$ cat config.mk
export PLATFORM = sky130hd
export DESIGN_NAME = soc_io_flat
export DESIGN_NICKNAME = d
export VERILOG_FILES = /design/src/rtl/soc_io_if.sv /design/src/rtl/soc_io.sv /design/src/flat_wrapper.sv
export SDC_FILE = /design/constraint.sdc
export NUM_CORES = 1
export LEC_CHECK = 0
export BUFFER_PORTS_ARGS = -buffer_cell sky130_fd_sc_hd__buf_2
export CORE_UTILIZATION = 35
export CTS_CLUSTER_DIAMETER = 100
export DETAILED_ROUTE_END_ITERATION = 8
export GPL_TIMING_DRIVEN = 0
export PLACE_DENSITY_LB_ADDON = 0.05
export SLEW_MARGIN = 25
export SYNTH_ARGS = -nofsm -noshare
export SYNTH_HDL_FRONTEND = slang
export SYNTH_SLANG_ARGS = --single-unit
$ cat constraint.sdc
create_clock -name clk -period 7.2 [get_ports clk]
set_clock_uncertainty 0.2 [all_clocks]
set_input_delay 0 -clock clk [delete_from_list [all_inputs] [get_ports clk]]
set_output_delay 0 -clock clk [all_outputs]
set_load 0.02 [all_outputs]
$ cat src/rtl/soc_io_if.sv
// Memory-mapped IO bus between the CPU-side master and the soc_io peripheral block.
interface soc_io_if;
    logic [31:0] mem_addr;
    logic [31:0] mem_wdata;
    logic [3:0]  mem_wmask;
    logic        mem_rstrb;
    logic [31:0] io_rdata;
    logic        io_rvalid;

    modport master (
        output mem_addr, mem_wdata, mem_wmask, mem_rstrb,
        input  io_rdata, io_rvalid
    );

    modport slave (
        input  mem_addr, mem_wdata, mem_wmask, mem_rstrb,
        output io_rdata, io_rvalid
    );
endinterface

$ cat src/rtl/soc_io.sv
// SoC IO block: LED register, 8N1 UART transmitter and free-running timer,
// decoded from the memory bus when address bit 22 is set.
module soc_io #(
    parameter int unsigned CLK_FREQ_HZ = 12000000,
    parameter int unsigned BAUD        = 115200,
    parameter int unsigned NUM_LEDS    = 5
) (
    input  logic                clk,
    input  logic                RESET,
    soc_io_if.slave             bus,
    output logic [NUM_LEDS-1:0] LEDS,
    output logic                TXD
);
    localparam int unsigned DIV   = CLK_FREQ_HZ / BAUD;
    localparam int unsigned DIV_W = (DIV > 1) ? $clog2(DIV) : 1;

    localparam logic [2:0] REG_LEDS   = 3'd0;
    localparam logic [2:0] REG_UART   = 3'd1;
    localparam logic [2:0] REG_STATUS = 3'd2;
    localparam logic [2:0] REG_TIMER  = 3'd3;

    typedef enum logic [1:0] {IDLE, START, DATA, STOP} uart_state_t;

    uart_state_t      state;
    logic [DIV_W-1:0] div_cnt;
    logic [2:0]       bit_cnt;
    logic [7:0]       shift;
    logic [31:0]      timer;

    logic        io_sel_c;
    logic [2:0]  reg_idx_c;
    logic        wr_c;
    logic        rd_c;
    logic        busy_c;
    logic        div_last_c;
    logic [31:0] rd_mux_c;
    logic        unused_c;

    // Address decode; only bit 22 and the word index take part
    assign io_sel_c   = bus.mem_addr[22];
    assign reg_idx_c  = bus.mem_addr[4:2];
    assign wr_c       = io_sel_c && (|bus.mem_wmask);
    assign rd_c       = io_sel_c && bus.mem_rstrb;
    assign busy_c     = (state != IDLE);
    assign div_last_c = (div_cnt == DIV_W'(DIV - 1));
    assign unused_c   = ^{bus.mem_addr, bus.mem_wdata};

    // Read mux sees pre-write register values
    always_comb begin
        rd_mux_c = 32'h0;
        case (reg_idx_c)
            REG_LEDS:   rd_mux_c = 32'(LEDS);
            REG_STATUS: rd_mux_c = {31'h0, busy_c};
            REG_TIMER:  rd_mux_c = timer;
            default:    rd_mux_c = 32'h0;
        endcase
    end

    always_ff @(posedge clk or posedge RESET) begin
        if (RESET) begin
            LEDS          <= '0;
            timer         <= 32'h0;
            bus.io_rdata  <= 32'h0;
            bus.io_rvalid <= 1'b0;
        end else begin
            bus.io_rvalid <= rd_c;
            if (rd_c) begin
                bus.io_rdata <= rd_mux_c;
            end
            if (wr_c && (reg_idx_c == REG_LEDS)) begin
                LEDS <= bus.mem_wdata[NUM_LEDS-1:0];
            end
            if (wr_c && (reg_idx_c == REG_TIMER)) begin
                timer <= 32'h0;
            end else begin
                timer <= timer + 32'd1;
            end
        end
    end

    // UART transmitter; TXD is registered so each bit starts on the state change
    always_ff @(posedge clk or posedge RESET) begin
        if (RESET) begin
            state   <= IDLE;
            div_cnt <= '0;
            bit_cnt <= 3'd0;
            shift   <= 8'h0;
            TXD     <= 1'b1;
        end else begin
            case (state)
                IDLE: begin
                    if (wr_c && (reg_idx_c == REG_UART)) begin
                        shift   <= bus.mem_wdata[7:0];
                        TXD     <= 1'b0;
                        div_cnt <= '0;
                        bit_cnt <= 3'd0;
                        state   <= START;
                    end
                end
                START: begin
                    if (div_last_c) begin
                        div_cnt <= '0;
                        TXD     <= shift[0];
                        shift   <= {1'b0, shift[7:1]};
                        state   <= DATA;
                    end else begin
                        div_cnt <= div_cnt + DIV_W'(1);
                    end
                end
                DATA: begin
                    if (div_last_c) begin
                        div_cnt <= '0;
                        if (bit_cnt == 3'd7) begin
                            TXD   <= 1'b1;
                            state <= STOP;
                        end else begin
                            bit_cnt <= bit_cnt + 3'd1;
                            TXD     <= shift[0];
                            shift   <= {1'b0, shift[7:1]};
                        end
                    end else begin
                        div_cnt <= div_cnt + DIV_W'(1);
                    end
                end
                STOP: begin
                    if (div_last_c) begin
                        div_cnt <= '0;
                        state   <= IDLE;
                    end else begin
                        div_cnt <= div_cnt + DIV_W'(1);
                    end
                end
                default: state <= IDLE;
            endcase
        end
    end
endmodule
$ cat src/flat_wrapper.sv
// flat-port wrapper written by rule: the top's interface ports become plain ports
module soc_io_flat 
#(
    parameter int unsigned CLK_FREQ_HZ = 12000000,
    parameter int unsigned BAUD        = 115200,
    parameter int unsigned NUM_LEDS    = 5
)
  (clk, RESET, LEDS, TXD, bus_mem_addr, bus_mem_wdata, bus_mem_wmask, bus_mem_rstrb, bus_io_rdata, bus_io_rvalid);
  soc_io_if bus_i ();
  input  logic clk;
  input  logic RESET;
  output logic [NUM_LEDS-1:0] LEDS;
  output logic TXD;
  input wire logic [$bits(bus_i.mem_addr)-1:0] bus_mem_addr;
  input wire logic [$bits(bus_i.mem_wdata)-1:0] bus_mem_wdata;
  input wire logic [$bits(bus_i.mem_wmask)-1:0] bus_mem_wmask;
  input wire logic [$bits(bus_i.mem_rstrb)-1:0] bus_mem_rstrb;
  output wire logic [$bits(bus_i.io_rdata)-1:0] bus_io_rdata;
  output wire logic [$bits(bus_i.io_rvalid)-1:0] bus_io_rvalid;
  assign bus_i.mem_addr = bus_mem_addr;
  assign bus_i.mem_wdata = bus_mem_wdata;
  assign bus_i.mem_wmask = bus_mem_wmask;
  assign bus_i.mem_rstrb = bus_mem_rstrb;
  assign bus_io_rdata = bus_i.io_rdata;
  assign bus_io_rvalid = bus_i.io_rvalid;
  soc_io #(.CLK_FREQ_HZ(CLK_FREQ_HZ), .BAUD(BAUD), .NUM_LEDS(NUM_LEDS)) u_core (.clk(clk), .RESET(RESET), .bus(bus_i), .LEDS(LEDS), .TXD(TXD));
endmodule
==> impl_metrics.py, run 1 <==
metrics = {
    "outcome": {
        "run_status": "finished, violations left",
        "violations": "design-rule violations",
    },
    "setup_path": {
        "timing.critical_path.max_delay_family": "simple AND/OR/NAND/NOR gates",
        "cp.arrival_ns": 2.65,
        "critPathMaxStageDelay_ns": 0.52,
        "worst-path-max-fanout": 8,
        "timing.setup.critical_path_class": "flip-flop to flip-flop",
        "worstSetupStartpointType": "flip-flop",
        "top_cell_by_count_worst_path": "or4_1",
        "cpMaxStageDelayCell": "or4_1",
        "cell_chain_of_the_critical_path": "ha_1 -> nand2_1 -> or4_1 -> clkbuf_1 -> or4_1 -> a21oi_1",
        "worst_ep_required_time_ns": 7.26,
        "setup.worst_path.end_class": "flip-flop",
        "critical_path.n_buffers_inverters": 1,
    },
    "place": {
        "pre_cts_slack_ns": 4.63,
        "number_of_i_o_port_buffers": 57,
        "post-place-cells": 583,
        "dp_hpwl_um": 6730,
        "place_congestion": 0.763,
    },
    "sta": {
        "worst-slew-pin-transition_ns": 0.641,
        "rsz0062_at_grt": "false",
        "finalSetupTns_ns": 0,
        "final_min_period_over_clock_period": 0.360,
        "slew_viol_final": 0,
        "clock.fmax_ghz": 0.385,
        "final_hold_viol_count": 0,
        "timing.final.setup_violations": 0,
        "finalCriticalPeriod_ns": 2.59,
        "timing.slew.headroom": 0.571,
        "slack_of_the_critical_path_ns": 4.61,
    },
    "cts": {
        "cts_root_buf": "clkbuf_16",
        "numClockSinks": 91,
        "tritoncts_clock_tree": "yes",
        "clkTransAtPathRegs_ns": 0.06,
        "max-clock-path-buffers": 2,
        "clock_tree.htree_level_count": 3,
        "post_cts.resized_instances": 0,
        "numCtsBuffers": 9,
        "post_cts_buffers": 0,
        "clock_latency_late_sink_ns": 0.34,
        "ctsHoldBuffers": 13,
    },
    "detailed_routing": {
        "vias_per_cell": 5.34,
        "wl_per_cell_um": 16.1,
        "post-route-drc-count": 1,
        "drt-total-wl_um": 9820,
        "drt-initial-drc-count": 145,
        "ant_nets": 0,
        "dr_total_vias": 3257,
        "drtPass1Iterations": 6,
    },
    "yosys": {
        "synth.distinct_cells": 46,
        "synth_top_cell_by_area": "dfrtp_1",
        "synthMuxAreaShare": 0.0657,
        "ys_warn_count": 0,
        "synthesis.instances": 382,
        "netlist.area_leader.share": 0.530,
        "synth_edf_count": 0,
        "synth_seq_area_share": 0.537,
        "avgSynthCellArea_um2": 11.1,
        "post_synth_net_total": 461,
        "async_reset_ff_frac": 1.00,
        "synth-compound-area-share": 0.156,
        "yosys.area_share.xor_xnor": 0.0330,
        "synthAdderAreaFrac": 0.0236,
        "ys_dominant_reg_cell": "dfrtp_1",
        "mappedNetlistArea_um2": 4250,
        "yosys.area_share.simple": 0.157,
        "yosys-top-cells-area": "dfrtp_1, a22o_1, mux2_2",
        "synth_seq_cells": 91,
        "dominant_combinational_cell_family_by_area_after_synthesis": "simple AND/OR/NAND/NOR gates",
    },
    "cells_and_area": {
        "fillerInstances": 1138,
        "final_instance_count_excl_fillers": 610,
        "drive_gt1_frac": 0.218,
        "multi_input_area_um2": 1850,
        "layout.nets": 543,
        "num_antenna_cells": 0,
        "leading_cell_type_in_the_layout_fill_and_taps_excluded": "dfrtp_1",
        "area.growth.synth_to_final_pct": 21.1,
        "seq_area_um2": 2280,
        "commonest_non_fill_non_tap_cells_in_the_layout": "dfrtp_1, buf_2, a22o_1, nand2_1, mux2_2",
    },
    "die": {
        "die_w_um": 112,
        "die_y_um": 112,
        "initial_core_util": 0.366,
        "core-area_um2": 11600,
        "die_area_um2": 12600,
        "rows": 39,
        "design.portCount": 110,
    },
    "power_and_ir_drop": {
        "cellPowerDensity_nw_per_um2": 307,
        "largest_vdd_supply_drop_mv": 0.153,
        "cellLeakagePower_uw": 0.00235,
        "power.total_uw": 1580,
    },
    "global_route": {
        "globalRoute.totalOverflow": 0,
        "antenna_found_initial": 0,
        "first_global_vias": 3288,
        "grt_pass1_wl_um": 16800,
        "gr-usage-all-layers": 0.171,
        "largest_net_degree_at_the_start_of_global_routing": 52,
    },
    "min_path": {
        "hp-class": "primary input to flip-flop",
    },
    "flow_run": {
        "max_capacitance_violation_total": 0,
    },
}
kinds of logic (layout without fill, tap and decap cells):
group | after synthesis | count (layout)
simple gates | 117 | 117
flops | 91 | 91
fa+ha+maj | 8 | 8
xor+xnor | 16 | 16
buf+inv | 30 | 115
compound gates | 95 | 95
mux | 25 | 25
cell type report:
cell class | instances | area share
clock buffer | 12 | 0.0499
multi-input combinational | 261 | 0.360
inverter | 10 | 0.00827
timing repair buffer | 71 | 0.0861
tap | 143 | 0.0348
clock inverter | 2 | 0.00243
sequential | 91 | 0.443
buffer | 20 | 0.0156
where the power goes:
group	switching [uW]	internal [uW]	total (uW)	leakage, uW
logic	218	220	439	0.00100
registers	93.8	609	702	0.00121
clock network	187	248	436	0.000131
total	500	1080	1580	0.00235
final timing paths:
path	startpoint	endpoint	slack, ns	depth (start not counted)
hold / removal	bus_mem_addr[2]	u_core.bus.io_rdata[4]$_DFFE_PP0P_	0.01	4
max in group asynchronous	RESET	u_core.timer[5]$_DFF_PP0_	6.20	4
min in group asynchronous	RESET	u_core.bus.io_rdata[28]$_DFFE_PP0P_	0.02	3
setup reg to reg	u_core.timer[0]$_DFF_PP0_	u_core.timer[30]$_DFF_PP0_	4.61	6
hold reg to reg	u_core.bus.io_rdata[20]$_DFFE_PP0P_	u_core.bus.io_rdata[20]$_DFFE_PP0P_	0.30	1
setup / recovery	u_core.timer[0]$_DFF_PP0_	u_core.timer[30]$_DFF_PP0_	4.61	6
registers in the layout, summed over array words and instances, names as in the netlist:
name / cells
u_core.bus.io_rdata: 32
u_core.timer: 32
u_core.shift: 8
u_core.div_cnt: 7
u_core.LEDS: 5
u_core.bit_cnt: 3
u_core.state: 2
u_core.TXD: 1
u_core.bus.io_rvalid: 1
worst register-to-register path, stage by stage, from the launching register on:
cell      delay [ns]
dfrtp_1         0.46
ha_1            0.35
nand2_1         0.18
or4_1           0.52
clkbuf_1        0.21
or4_1           0.44
a21oi_1         0.17
cell usage after synthesis, types with 2 or more instances:
cell / number
a22o_1: 30
xnor2_1: 6
or4_1: 16
nand4_1: 9
o21ai_1: 2
nand2b_1: 2
a22oi_1: 4
and4_1: 3
nor3_1: 2
a21oi_1: 20
nor4_1: 2
o31ai_1: 14
xor2_1: 10
ha_1: 8
or2_2: 2
mux2i_1: 2
or3_1: 3
mux2_2: 23
nand2_1: 25
nor2_1: 18
nor2b_1: 3
dfrtp_1: 90
clkbuf_1: 17
nand3_1: 13
nand4b_1: 2
o221ai_1: 3
nor4bb_1: 2
and2_1: 3
and3_1: 7
o21ai_0: 16
inv_1: 10
metrics by stage:
step	hold WS, ns	instance area, um^2	util
after floorplan	-0.0483	4250	-
final	0.0131	5140	0.443
after global routing	0.0462	5140	0.443
after global placement	0.0549	4710	0.406
after detailed placement	-0.155	4740	0.408
after CTS	0.00786	5140	0.443
per-layer routing:
layer	track usage	wire, um
met4	0.0667	169
met1	0.235	4850
met5	0	0
met3	0.0313	338
met2	0.269	4460
Power figures use the tool's default switching activity.
==> run 2: changes to the inputs <==
clock period = 2.57 ns   (was 7.2 ns; I/O delays follow)
==> run 2 against run 1 <==
Wire length increased by 0.15%. The flow still finishes with violations (design-rule violations). Largest cell class unchanged. Flip-flop and latch count did not move. Non-clock buffer count up 1. Highest routed layer unchanged. Global-route usage is essentially flat.
==> impl_metrics.py, run 2 (same netlist as run 1, synthesis figures left out) <==
metrics = {
    "outcome": {
        "run_status": "finished, violations left",
        "violations": "design-rule violations",
    },
    "global_route": {
        "grt_pass1_wl_um": 16800,
        "grt_util_met2": 0.270,
        "globalRoute.totalOverflow": 0,
        "grt-busiest-layer": "met2",
        "grt_util_met1": 0.235,
        "antenna_found_initial": 0,
        "gr-usage-all-layers": 0.171,
        "first_global_vias": 3290,
        "largest_net_degree_at_the_start_of_global_routing": 52,
        "grt.met3_usage": 0.0313,
    },
    "cts": {
        "max-clock-path-buffers": 2,
        "numCtsBuffers": 9,
        "tritoncts_clock_tree": "yes",
        "numClockSinks": 91,
        "clock_latency_late_sink_ns": 0.34,
        "clock_tree.htree_level_count": 3,
        "cts_root_buf": "clkbuf_16",
        "clkTransAtPathRegs_ns": 0.06,
    },
    "die": {
        "die_area_um2": 12600,
        "rows": 39,
        "die_w_um": 112,
        "design.portCount": 110,
        "core-area_um2": 11600,
        "die_y_um": 112,
        "initial_core_util": 0.366,
    },
    "setup_path": {
        "worst_ep_required_time_ns": 2.63,
        "cpMaxStageDelayCell": "or4_1",
        "setup.worst_path.end_class": "flip-flop",
        "worst-path-max-fanout": 8,
        "timing.critical_path.max_delay_family": "simple AND/OR/NAND/NOR gates",
        "cell_chain_of_the_critical_path": "ha_4 -> nand2_1 -> or4_1 -> clkbuf_1 -> or4_1 -> a21oi_1",
        "top_cell_by_count_worst_path": "or4_1",
        "timing.setup.critical_path_class": "flip-flop to flip-flop",
        "critical_path.n_buffers_inverters": 1,
        "critPathMaxStageDelay_ns": 0.52,
        "cp.arrival_ns": 2.53,
        "worstSetupStartpointType": "flip-flop",
    },
    "sta": {
        "final_hold_viol_count": 0,
        "timing.final.setup_violations": 0,
        "timing.slew.headroom": 0.571,
        "slew_viol_final": 0,
        "worst_hold_slack_ns": 0.0162,
        "rsz0062_at_grt": "false",
        "finalSetupTns_ns": 0,
        "slack_of_the_critical_path_ns": 0.103,
        "clock.fmax_ghz": 0.405,
        "worst-slew-pin-transition_ns": 0.641,
        "final_min_period_over_clock_period": 0.960,
        "finalCriticalPeriod_ns": 2.47,
    },
    "min_path": {
        "hp-class": "primary input to async pin",
    },
    "detailed_routing": {
        "drt-initial-drc-count": 140,
        "dr_total_vias": 3245,
        "drt-total-wl_um": 9830,
        "wl_per_cell_um": 16.1,
        "ant_nets": 0,
        "vias_per_cell": 5.31,
        "post-route-drc-count": 1,
        "drtPass1Iterations": 6,
    },
    "cells_and_area": {
        "area.growth.synth_to_final_pct": 21.9,
        "commonest_non_fill_non_tap_cells_in_the_layout": "dfrtp_1, buf_2, a22o_1, nand2_1, mux2_2",
        "leading_cell_type_in_the_layout_fill_and_taps_excluded": "dfrtp_1",
        "fillerInstances": 1135,
        "regs_by_ff_count": "u_core.bus.io_rdata (32), u_core.timer (32), u_core.shift (8)",
        "layout.nets": 544,
        "num_antenna_cells": 0,
        "drive_gt1_frac": 0.222,
    },
    "flow_run": {
        "max_capacitance_violation_total": 0,
    },
    "place": {
        "place_congestion": 0.763,
        "pre_cts_slack_ns": 0.00351,
        "number_of_i_o_port_buffers": 57,
        "dp_hpwl_um": 6730,
    },
    "power_and_ir_drop": {
        "power.total_uw": 4490,
        "cellPowerDensity_nw_per_um2": 868,
        "cellLeakagePower_uw": 0.00236,
        "largest_vdd_supply_drop_mv": 0.435,
    },
}
==> run 2: per-layer routing <==
layer  vias to the layer above  wire [um]
li1                       1597          -
met1                      1579       4840
met2                        59       4440
met5                         -          0
met4                         0        167
met3                        10        376
==> run 2: repair_timing <==
action	4_1_cts	5_1_grt
setup endpoints to repair	4	5
hold buffers	13	0
gates cloned	0	0
gates resized for setup	1	1
buffers inserted	0	1
hold endpoints to repair	116	0
pin swaps	0	0
==> run 2: worst register-to-register path: stages, from the launching register on <==
cell,delay [ns]
dfrtp_1,0.50
ha_4,0.23
nand2_1,0.13
or4_1,0.52
clkbuf_1,0.21
or4_1,0.44
a21oi_1,0.17
==> run 2: power breakdown <==
part	internal [uW]	switching [uW]
registers	1700	267
logic	676	624
clock network	696	524
==> run 2: path summary, 6_finish.rpt <==
kind / depth (start not counted) / start / slack (ns) / end
worst max-delay path: 6 / u_core.timer[0]$_DFF_PP0_ / 0.10 / u_core.timer[30]$_DFF_PP0_
worst min-delay path: 3 / RESET / 0.02 / u_core.bus.io_rdata[28]$_DFFE_PP0P_
worst max register to register: 6 / u_core.timer[0]$_DFF_PP0_ / 0.10 / u_core.timer[30]$_DFF_PP0_
worst min register to register: 1 / u_core.bus.io_rdata[20]$_DFFE_PP0P_ / 0.30 / u_core.bus.io_rdata[20]$_DFFE_PP0P_
max in group asynchronous: 4 / RESET / 1.57 / u_core.timer[5]$_DFF_PP0_
min in group clk: 4 / bus_mem_addr[2] / 0.02 / u_core.bus.io_rdata[4]$_DFFE_PP0P_
==> run 2: final cells by class <==
type                            count  area [um^2]  share of cell area
Inverter                           10         42.5             0.00822
Sequential cell                    91         2280               0.440
Clock inverter                      2         12.5             0.00242
Clock buffer                       12          256              0.0496
Timing Repair Buffer               72          463              0.0895
Buffer                             20         80.1              0.0155
Tap cell                          143          179              0.0346
Multi-Input combinational cell    261         1860               0.360
==> run 2: metrics by stage <==
stage	area (um^2)	utilization	std cells
floorplan	4250	-	382
global placement	4710	0.406	582
detailed placement	4740	0.408	583
CTS	5140	0.443	610
global route	5170	0.446	611
finish	5170	0.446	611
